### src/rtl/layer_2_argmax_classifier_if.sv
// Bundle between the layer-2 pipeline and the argmax classifier: start level,
// the ten signed class scores, and the registered result/status outputs.
interface layer_2_argmax_classifier_if #(
    parameter int IN_SIZE  = 81,
    parameter int IDX_SIZE = 4
);
    logic                       load;
    logic signed [IN_SIZE-1:0]  layer_2_output_leaky_1;
    logic signed [IN_SIZE-1:0]  layer_2_output_leaky_2;
    logic signed [IN_SIZE-1:0]  layer_2_output_leaky_3;
    logic signed [IN_SIZE-1:0]  layer_2_output_leaky_4;
    logic signed [IN_SIZE-1:0]  layer_2_output_leaky_5;
    logic signed [IN_SIZE-1:0]  layer_2_output_leaky_6;
    logic signed [IN_SIZE-1:0]  layer_2_output_leaky_7;
    logic signed [IN_SIZE-1:0]  layer_2_output_leaky_8;
    logic signed [IN_SIZE-1:0]  layer_2_output_leaky_9;
    logic signed [IN_SIZE-1:0]  layer_2_output_leaky_10;
    logic [IDX_SIZE-1:0]        class_index;
    logic signed [IN_SIZE-1:0]  max_value;
    logic                       busy;
    logic                       done;

    modport master (
        output load,
        output layer_2_output_leaky_1, layer_2_output_leaky_2, layer_2_output_leaky_3,
               layer_2_output_leaky_4, layer_2_output_leaky_5, layer_2_output_leaky_6,
               layer_2_output_leaky_7, layer_2_output_leaky_8, layer_2_output_leaky_9,
               layer_2_output_leaky_10,
        input  class_index, max_value, busy, done
    );

    modport slave (
        input  load,
        input  layer_2_output_leaky_1, layer_2_output_leaky_2, layer_2_output_leaky_3,
               layer_2_output_leaky_4, layer_2_output_leaky_5, layer_2_output_leaky_6,
               layer_2_output_leaky_7, layer_2_output_leaky_8, layer_2_output_leaky_9,
               layer_2_output_leaky_10,
        output class_index, max_value, busy, done
    );
endinterface

### src/rtl/layer_2_argmax_classifier.sv
// Captures the ten layer-2 scores on a rising edge of load, then scans them one
// per clock for the signed maximum; lowest index wins ties.
module layer_2_argmax_classifier #(
    parameter int IN_SIZE     = 81,
    parameter int NUM_CLASSES = 10,
    parameter int IDX_SIZE    = 4
) (
    input  logic                          clk,
    input  logic                          reset,
    layer_2_argmax_classifier_if.slave    bus
);
    localparam int CNT_W = $clog2(NUM_CLASSES);

    typedef enum logic [1:0] {S_IDLE, S_SCAN, S_DONE} state_t;

    state_t                     state_q, state_d;
    logic                       load_q, load_d;
    logic [CNT_W-1:0]           cnt_q, cnt_d;
    logic signed [IN_SIZE-1:0]  best_val_q, best_val_d;
    logic [IDX_SIZE-1:0]        best_idx_q, best_idx_d;
    logic [IDX_SIZE-1:0]        class_index_q, class_index_d;
    logic signed [IN_SIZE-1:0]  max_value_q, max_value_d;
    logic                       busy_q, busy_d;
    logic                       done_q, done_d;
    logic signed [IN_SIZE-1:0]  cap_q [NUM_CLASSES];
    logic signed [IN_SIZE-1:0]  cap_d [NUM_CLASSES];
    logic signed [IN_SIZE-1:0]  in_vec [NUM_CLASSES];

    logic                       start;
    logic signed [IN_SIZE-1:0]  cur_val;
    logic signed [IN_SIZE-1:0]  nxt_val;
    logic [IDX_SIZE-1:0]        nxt_idx;

    // Port _1 is class 0, _10 is class 9.
    assign in_vec[0] = bus.layer_2_output_leaky_1;
    assign in_vec[1] = bus.layer_2_output_leaky_2;
    assign in_vec[2] = bus.layer_2_output_leaky_3;
    assign in_vec[3] = bus.layer_2_output_leaky_4;
    assign in_vec[4] = bus.layer_2_output_leaky_5;
    assign in_vec[5] = bus.layer_2_output_leaky_6;
    assign in_vec[6] = bus.layer_2_output_leaky_7;
    assign in_vec[7] = bus.layer_2_output_leaky_8;
    assign in_vec[8] = bus.layer_2_output_leaky_9;
    assign in_vec[9] = bus.layer_2_output_leaky_10;

    assign start = bus.load & ~load_q;

    always_comb begin
        cur_val = '0;
        for (int i = 0; i < NUM_CLASSES; i++) begin
            if (cnt_q == CNT_W'(i)) cur_val = cap_q[i];
        end
    end

    always_comb begin
        state_d       = state_q;
        load_d        = bus.load;
        cnt_d         = cnt_q;
        best_val_d    = best_val_q;
        best_idx_d    = best_idx_q;
        class_index_d = class_index_q;
        max_value_d   = max_value_q;
        busy_d        = busy_q;
        done_d        = done_q;
        cap_d         = cap_q;
        nxt_val       = best_val_q;
        nxt_idx       = best_idx_q;

        case (state_q)
            S_IDLE, S_DONE: begin
                if (start) begin
                    cap_d      = in_vec;
                    best_val_d = in_vec[0];
                    best_idx_d = '0;
                    cnt_d      = CNT_W'(1);
                    busy_d     = 1'b1;
                    done_d     = 1'b0;
                    state_d    = S_SCAN;
                end
            end
            S_SCAN: begin
                // Strict compare keeps the earlier index on a tie.
                if (cur_val > best_val_q) begin
                    nxt_val = cur_val;
                    nxt_idx = IDX_SIZE'(cnt_q);
                end
                best_val_d = nxt_val;
                best_idx_d = nxt_idx;
                cnt_d      = cnt_q + CNT_W'(1);
                if (cnt_q == CNT_W'(NUM_CLASSES - 1)) begin
                    class_index_d = nxt_idx;
                    max_value_d   = nxt_val;
                    busy_d        = 1'b0;
                    done_d        = 1'b1;
                    state_d       = S_DONE;
                end
            end
            default: state_d = S_IDLE;
        endcase
    end

    always_ff @(posedge clk) begin
        if (reset) begin
            state_q       <= S_IDLE;
            load_q        <= 1'b0;
            cnt_q         <= '0;
            best_val_q    <= '0;
            best_idx_q    <= '0;
            class_index_q <= '0;
            max_value_q   <= '0;
            busy_q        <= 1'b0;
            done_q        <= 1'b0;
        end else begin
            state_q       <= state_d;
            load_q        <= load_d;
            cnt_q         <= cnt_d;
            best_val_q    <= best_val_d;
            best_idx_q    <= best_idx_d;
            class_index_q <= class_index_d;
            max_value_q   <= max_value_d;
            busy_q        <= busy_d;
            done_q        <= done_d;
        end
    end

    generate
        for (genvar gi = 0; gi < NUM_CLASSES; gi++) begin : g_cap
            always_ff @(posedge clk) begin
                if (reset) cap_q[gi] <= '0;
                else       cap_q[gi] <= cap_d[gi];
            end
        end
    endgenerate

    assign bus.class_index = class_index_q;
    assign bus.max_value   = max_value_q;
    assign bus.busy        = busy_q;
    assign bus.done        = done_q;
endmodule

### src/flat_wrapper.sv
// flat-port wrapper written by rule: the top's interface ports become plain ports
module layer_2_argmax_classifier_flat 
#(
    parameter int IN_SIZE     = 81,
    parameter int NUM_CLASSES = 10,
    parameter int IDX_SIZE    = 4
)
  (clk, reset, bus_load, bus_layer_2_output_leaky_1, bus_layer_2_output_leaky_2, bus_layer_2_output_leaky_3, bus_layer_2_output_leaky_4, bus_layer_2_output_leaky_5, bus_layer_2_output_leaky_6, bus_layer_2_output_leaky_7, bus_layer_2_output_leaky_8, bus_layer_2_output_leaky_9, bus_layer_2_output_leaky_10, bus_class_index, bus_max_value, bus_busy, bus_done);
  layer_2_argmax_classifier_if #(.IN_SIZE(IN_SIZE), .IDX_SIZE(IDX_SIZE)) bus_i ();
  input  logic clk;
  input  logic reset;
  input wire logic [$bits(bus_i.load)-1:0] bus_load;
  input wire logic [$bits(bus_i.layer_2_output_leaky_1)-1:0] bus_layer_2_output_leaky_1;
  input wire logic [$bits(bus_i.layer_2_output_leaky_2)-1:0] bus_layer_2_output_leaky_2;
  input wire logic [$bits(bus_i.layer_2_output_leaky_3)-1:0] bus_layer_2_output_leaky_3;
  input wire logic [$bits(bus_i.layer_2_output_leaky_4)-1:0] bus_layer_2_output_leaky_4;
  input wire logic [$bits(bus_i.layer_2_output_leaky_5)-1:0] bus_layer_2_output_leaky_5;
  input wire logic [$bits(bus_i.layer_2_output_leaky_6)-1:0] bus_layer_2_output_leaky_6;
  input wire logic [$bits(bus_i.layer_2_output_leaky_7)-1:0] bus_layer_2_output_leaky_7;
  input wire logic [$bits(bus_i.layer_2_output_leaky_8)-1:0] bus_layer_2_output_leaky_8;
  input wire logic [$bits(bus_i.layer_2_output_leaky_9)-1:0] bus_layer_2_output_leaky_9;
  input wire logic [$bits(bus_i.layer_2_output_leaky_10)-1:0] bus_layer_2_output_leaky_10;
  output wire logic [$bits(bus_i.class_index)-1:0] bus_class_index;
  output wire logic [$bits(bus_i.max_value)-1:0] bus_max_value;
  output wire logic [$bits(bus_i.busy)-1:0] bus_busy;
  output wire logic [$bits(bus_i.done)-1:0] bus_done;
  assign bus_i.load = bus_load;
  assign bus_i.layer_2_output_leaky_1 = bus_layer_2_output_leaky_1;
  assign bus_i.layer_2_output_leaky_2 = bus_layer_2_output_leaky_2;
  assign bus_i.layer_2_output_leaky_3 = bus_layer_2_output_leaky_3;
  assign bus_i.layer_2_output_leaky_4 = bus_layer_2_output_leaky_4;
  assign bus_i.layer_2_output_leaky_5 = bus_layer_2_output_leaky_5;
  assign bus_i.layer_2_output_leaky_6 = bus_layer_2_output_leaky_6;
  assign bus_i.layer_2_output_leaky_7 = bus_layer_2_output_leaky_7;
  assign bus_i.layer_2_output_leaky_8 = bus_layer_2_output_leaky_8;
  assign bus_i.layer_2_output_leaky_9 = bus_layer_2_output_leaky_9;
  assign bus_i.layer_2_output_leaky_10 = bus_layer_2_output_leaky_10;
  assign bus_class_index = bus_i.class_index;
  assign bus_max_value = bus_i.max_value;
  assign bus_busy = bus_i.busy;
  assign bus_done = bus_i.done;
  layer_2_argmax_classifier #(.IN_SIZE(IN_SIZE), .NUM_CLASSES(NUM_CLASSES), .IDX_SIZE(IDX_SIZE)) u_core (.clk(clk), .reset(reset), .bus(bus_i));
endmodule
### config.mk
export PLATFORM = sky130hd
export DESIGN_NAME = layer_2_argmax_classifier_flat
export DESIGN_NICKNAME = d
export VERILOG_FILES = /design/src/rtl/layer_2_argmax_classifier_if.sv /design/src/rtl/layer_2_argmax_classifier.sv /design/src/flat_wrapper.sv
export SDC_FILE = /design/constraint.sdc
export NUM_CORES = 2
export LEC_CHECK = 0
export CAP_MARGIN = 10
export CORE_ASPECT_RATIO = 0.6
export CORE_MARGIN = 3
export CORE_UTILIZATION = 35
export DETAILED_ROUTE_END_ITERATION = 7
export PLACE_DENSITY = 0.69
export SYNTH_ARGS = -nofsm -noshare
export SYNTH_HDL_FRONTEND = slang
export SYNTH_SLANG_ARGS = --single-unit
### constraint.sdc
create_clock -name clk -period 4.6 [get_ports clk]
set_clock_uncertainty 0.1 [all_clocks]
set_input_delay 0.46 -clock clk [delete_from_list [all_inputs] [get_ports clk]]
set_output_delay 0.46 -clock clk [all_outputs]
set_load 0.05 [all_outputs]
==> results.py <==
metrics = {
    "sta": {
        "hold_viol": 0,
        "finalCriticalPeriod_ps": 5510,
        "finalSetupViolations": 170,
        "clock.fmax_mhz": 181,
        "worst_slew_pin_slew_ps": 1290,
        "rsz0062_at_grt": "true",
        "tns_ps": -133680,
        "layout_setup_ws_ps": -914,
        "min_period_over_period_pct": 120,
        "slew_headroom_pct": 14.2,
        "final_max_slew_viol_count": 0,
    },
    "die": {
        "io_pins": 900,
        "rows": 99,
        "start_util_pct": 35.4,
        "die_h_um": 278,
        "die_w_um": 460,
        "dieArea_um2": 128000,
        "coreArea_um2": 122000,
    },
    "global_route": {
        "track_usage_pct": 35.6,
        "grt_pass1_vias": 45348,
        "antenna_found_initial": 68,
        "grt_pass1_wl_um": 332000,
        "grt_overflow_total": 0,
        "grt_max_degree": 213,
    },
    "route": {
        "via_count": 49798,
        "drtIter0Drc": 7657,
        "firstDrtPassIters": 6,
        "wl_per_cell_um": 28.3,
        "ant_nets": 0,
        "routed_via_density": 5.85,
        "wl_um": 241000,
        "drc": 0,
    },
    "setup_path": {
        "r2r_start": "u_core.cnt_q[1]",
        "arrival_ps": 5990,
        "slowest_delay_ps": 570,
        "cp_cell_sequence": "inv_4, ha_4, and3b_4, or4_4, buf_12, buf_4, buf_12, buf_6, a211oi_4, nor4_4, buf_4, a221o_2, ha_4, a21oi_2, o211ai_1, a21oi_1, o21ai_2, a221o_1, o21a_4, buf_12, buf_12, o211ai_1, o311ai_4",
        "crit_path_max_fanout": 10,
        "cp-start-kind": "flip-flop",
        "cpMostUsedCell": "buf_12",
        "worstSetupEndpointType": "flip-flop",
        "rrSetupSlack_ps": -910,
        "slowest_stage": "or4_4",
        "rr_worst_depth": 23,
        "path_class": "flip-flop to flip-flop",
        "worstPathRequired_ps": 5070,
        "r2r-end": "u_core.bus.max_value[61]",
    },
    "synth": {
        "postSynth.asyncResetShare_pct": 0,
        "synth_seq_cells": 989,
        "yosysWarnings": 0,
        "yosysSeqAreaShare_pct": 45.7,
        "syn-num-nets": 6565,
        "netlist_area_um2": 43300,
        "synth_largest_area_cell": "dfxtp_1",
        "syn_area_per_cell_um2": 7.64,
        "yosysTopAreaCellShare_pct": 45.7,
        "ys_types": 62,
        "synth_ff_type": "dfxtp_1",
        "synthTopCellsByArea": "dfxtp_1, nand2_1, a21oi_1",
        "synthCells": 5667,
        "synth_edf_count": 0,
    },
    "placed_design": {
        "pre_cts_slack_ps": -1370,
        "dp_hpwl_um": 178000,
        "io_buffers": 899,
        "gp_congestion": 1.05,
        "dp_cells": 8189,
    },
    "worst_hold_path": {
        "whs_endpoint": "u_core.cap_q[465]",
        "hold_path.class": "input pin to flip-flop",
        "hp-start": "bus_layer_2_output_leaky_5[60]",
        "holdPathStages": 3,
    },
    "cells_and_area": {
        "stdcell_count": 8508,
        "nNetsFinal": 7657,
        "layout-drive-gt1-share_pct": 16.6,
        "num-fill-cells": 11218,
        "area_growth_pct": 50.6,
    },
    "clock_tree": {
        "cts_hold_buf": 0,
        "clockBufferDepth": 3,
        "tritoncts": "built",
        "clkTransAtPathRegs_ps": 70,
        "htreeDepth": 3,
        "root_buffer": "clkbuf_16",
        "clkLatencyLatePin_ps": 720,
        "cts_buffers": 98,
        "cts.sinks": 989,
    },
    "status": {
        "violations": "negative setup slack",
        "status": "finished with violations",
    },
    "run": {
        "maxCapViolations": 0,
    },
    "pwr": {
        "leakagePower_nw": 24.5,
        "power_density_nw_per_um2": 407,
        "irDropWorstVdd_uv": 325,
        "p_total_w": 0.0265,
    },
}
worst max-delay path, delay by kind of cell (launching register included):
family                   cells  cell delay [ps]
AND/OR/NAND/NOR              3              840
flip-flops                   1              390
AO/OA/AOI/OAI               10             2440
buffers and inverters        8             1100
adder cells (fa/ha/maj)      2              440
cell usage in the layout, fill, tap and decap left out, types with 51 or more instances in the layout:
cell type,n
nand2_1,1849
dfxtp_1,986
clkdlybuf4s50_1,898
a21oi_1,881
buf_4,421
o211ai_1,119
nor2_1,112
buf_12,106
clkbuf_16,105
inv_1,101
a21boi_0,77
o21ai_0,67
ha_1,62
a221oi_1,59
o22ai_1,56
diode_2,51
repair_timing:
action / 4_1_cts / 5_1_grt
endpoints found under the setup margin: 170 / 170
pin swaps: 87 / 72
setup buffers: 44 / 26
resized for setup: 385 / 143
cloned: 23 / 5
routing by layer:
metal | vias to the layer above | global-route usage (%) | routed length (um)
li1 | 21981 | - | -
met1 | 24277 | 52.6 | 104000
met2 | 3101 | 47.7 | 95900
met3 | 425 | 11.1 | 31600
met4 | 14 | 13.5 | 9280
met5 | - | 0 | 86
where the power goes:
part / total, W / switching (W) / internal (W)
logic: 0.00813 / 0.00448 / 0.00365
clock network: 0.00892 / 0.00386 / 0.00507
registers: 0.00949 / 0.000396 / 0.00910
metrics by stage:
stage / utilization [%] / cell area (um^2) / hold WS [ps]
floorplan: - / 43300 / 331
global placement: 47.1 / 57500 / 339
detailed placement: 47.1 / 57500 / 344
CTS: 52.3 / 63900 / 143
global route: 53.3 / 65200 / 167
finish: 53.4 / 65200 / 186
cell usage after synthesis, drive strengths merged, types with 53 or more instances:
| library cell | n |
|---|---|
| ha | 85 |
| a221o | 53 |
| o22ai | 59 |
| buf | 58 |
| o221ai | 65 |
| a221oi | 97 |
| nor3 | 89 |
| clkbuf | 450 |
| inv | 114 |
| nand2 | 1852 |
| dfxtp | 989 |
| o21ai | 81 |
| a21boi | 77 |
| o31ai | 54 |
| o211ai | 119 |
| nor2 | 122 |
| a21oi | 921 |
cell type report:
| type | instances | area [um^2] | share of cell area (%) |
|---|---|---|---|
| Timing Repair Buffer | 1500 | 15600 | 24.0 |
| Clock inverter | 45 | 664 | 1.02 |
| Sequential cell | 989 | 19800 | 30.4 |
| Inverter | 114 | 445 | 0.683 |
| Tap cell | 1616 | 2020 | 3.10 |
| Antenna cell | 51 | 128 | 0.196 |
| Clock buffer | 137 | 2830 | 4.34 |
| Multi-Input combinational cell | 4056 | 23700 | 36.3 |
kinds of logic (layout without fill, tap and decap cells):
| kind of cell | after synthesis | count (layout) | synth area share, % |
|---|---|---|---|
| DFF | 989 | 989 | 45.7 |
| other | 0 | 51 | 0 |
| adders and majority gates | 85 | 85 | 2.46 |
| AOI/OAI and AO/OA | 1755 | 1755 | 25.7 |
| and+or+nand+nor | 2216 | 2216 | 20.5 |
| buffers and inverters | 622 | 1796 | 5.57 |
flip-flops by register name (all words and copies together), names as in the netlist:
signal / flops
u_core.bus.max_value: 81
u_core.best_idx_q: 4
u_core.cnt_q: 4
u_core.cap_q: 810
u_core.bus.class_index: 4
u_core.best_val_q: 81
u_core.load_q: 1
u_core.state_q: 2
u_core.bus.done: 1
u_core.bus.busy: 1
worst max path at each step:
stage                               start                        to
after detailed placement  u_core.cnt_q[1]     u_core.best_val_q[53]
after floorplan           u_core.cnt_q[1]      u_core.best_val_q[1]
after global placement    u_core.cnt_q[1]     u_core.best_val_q[53]
after global routing      u_core.cnt_q[0]     u_core.best_val_q[49]
after CTS                 u_core.cnt_q[0]     u_core.best_val_q[50]
final                     u_core.cnt_q[1]  u_core.bus.max_value[61]
No activity file was read; power rests on OpenSTA's default activity.
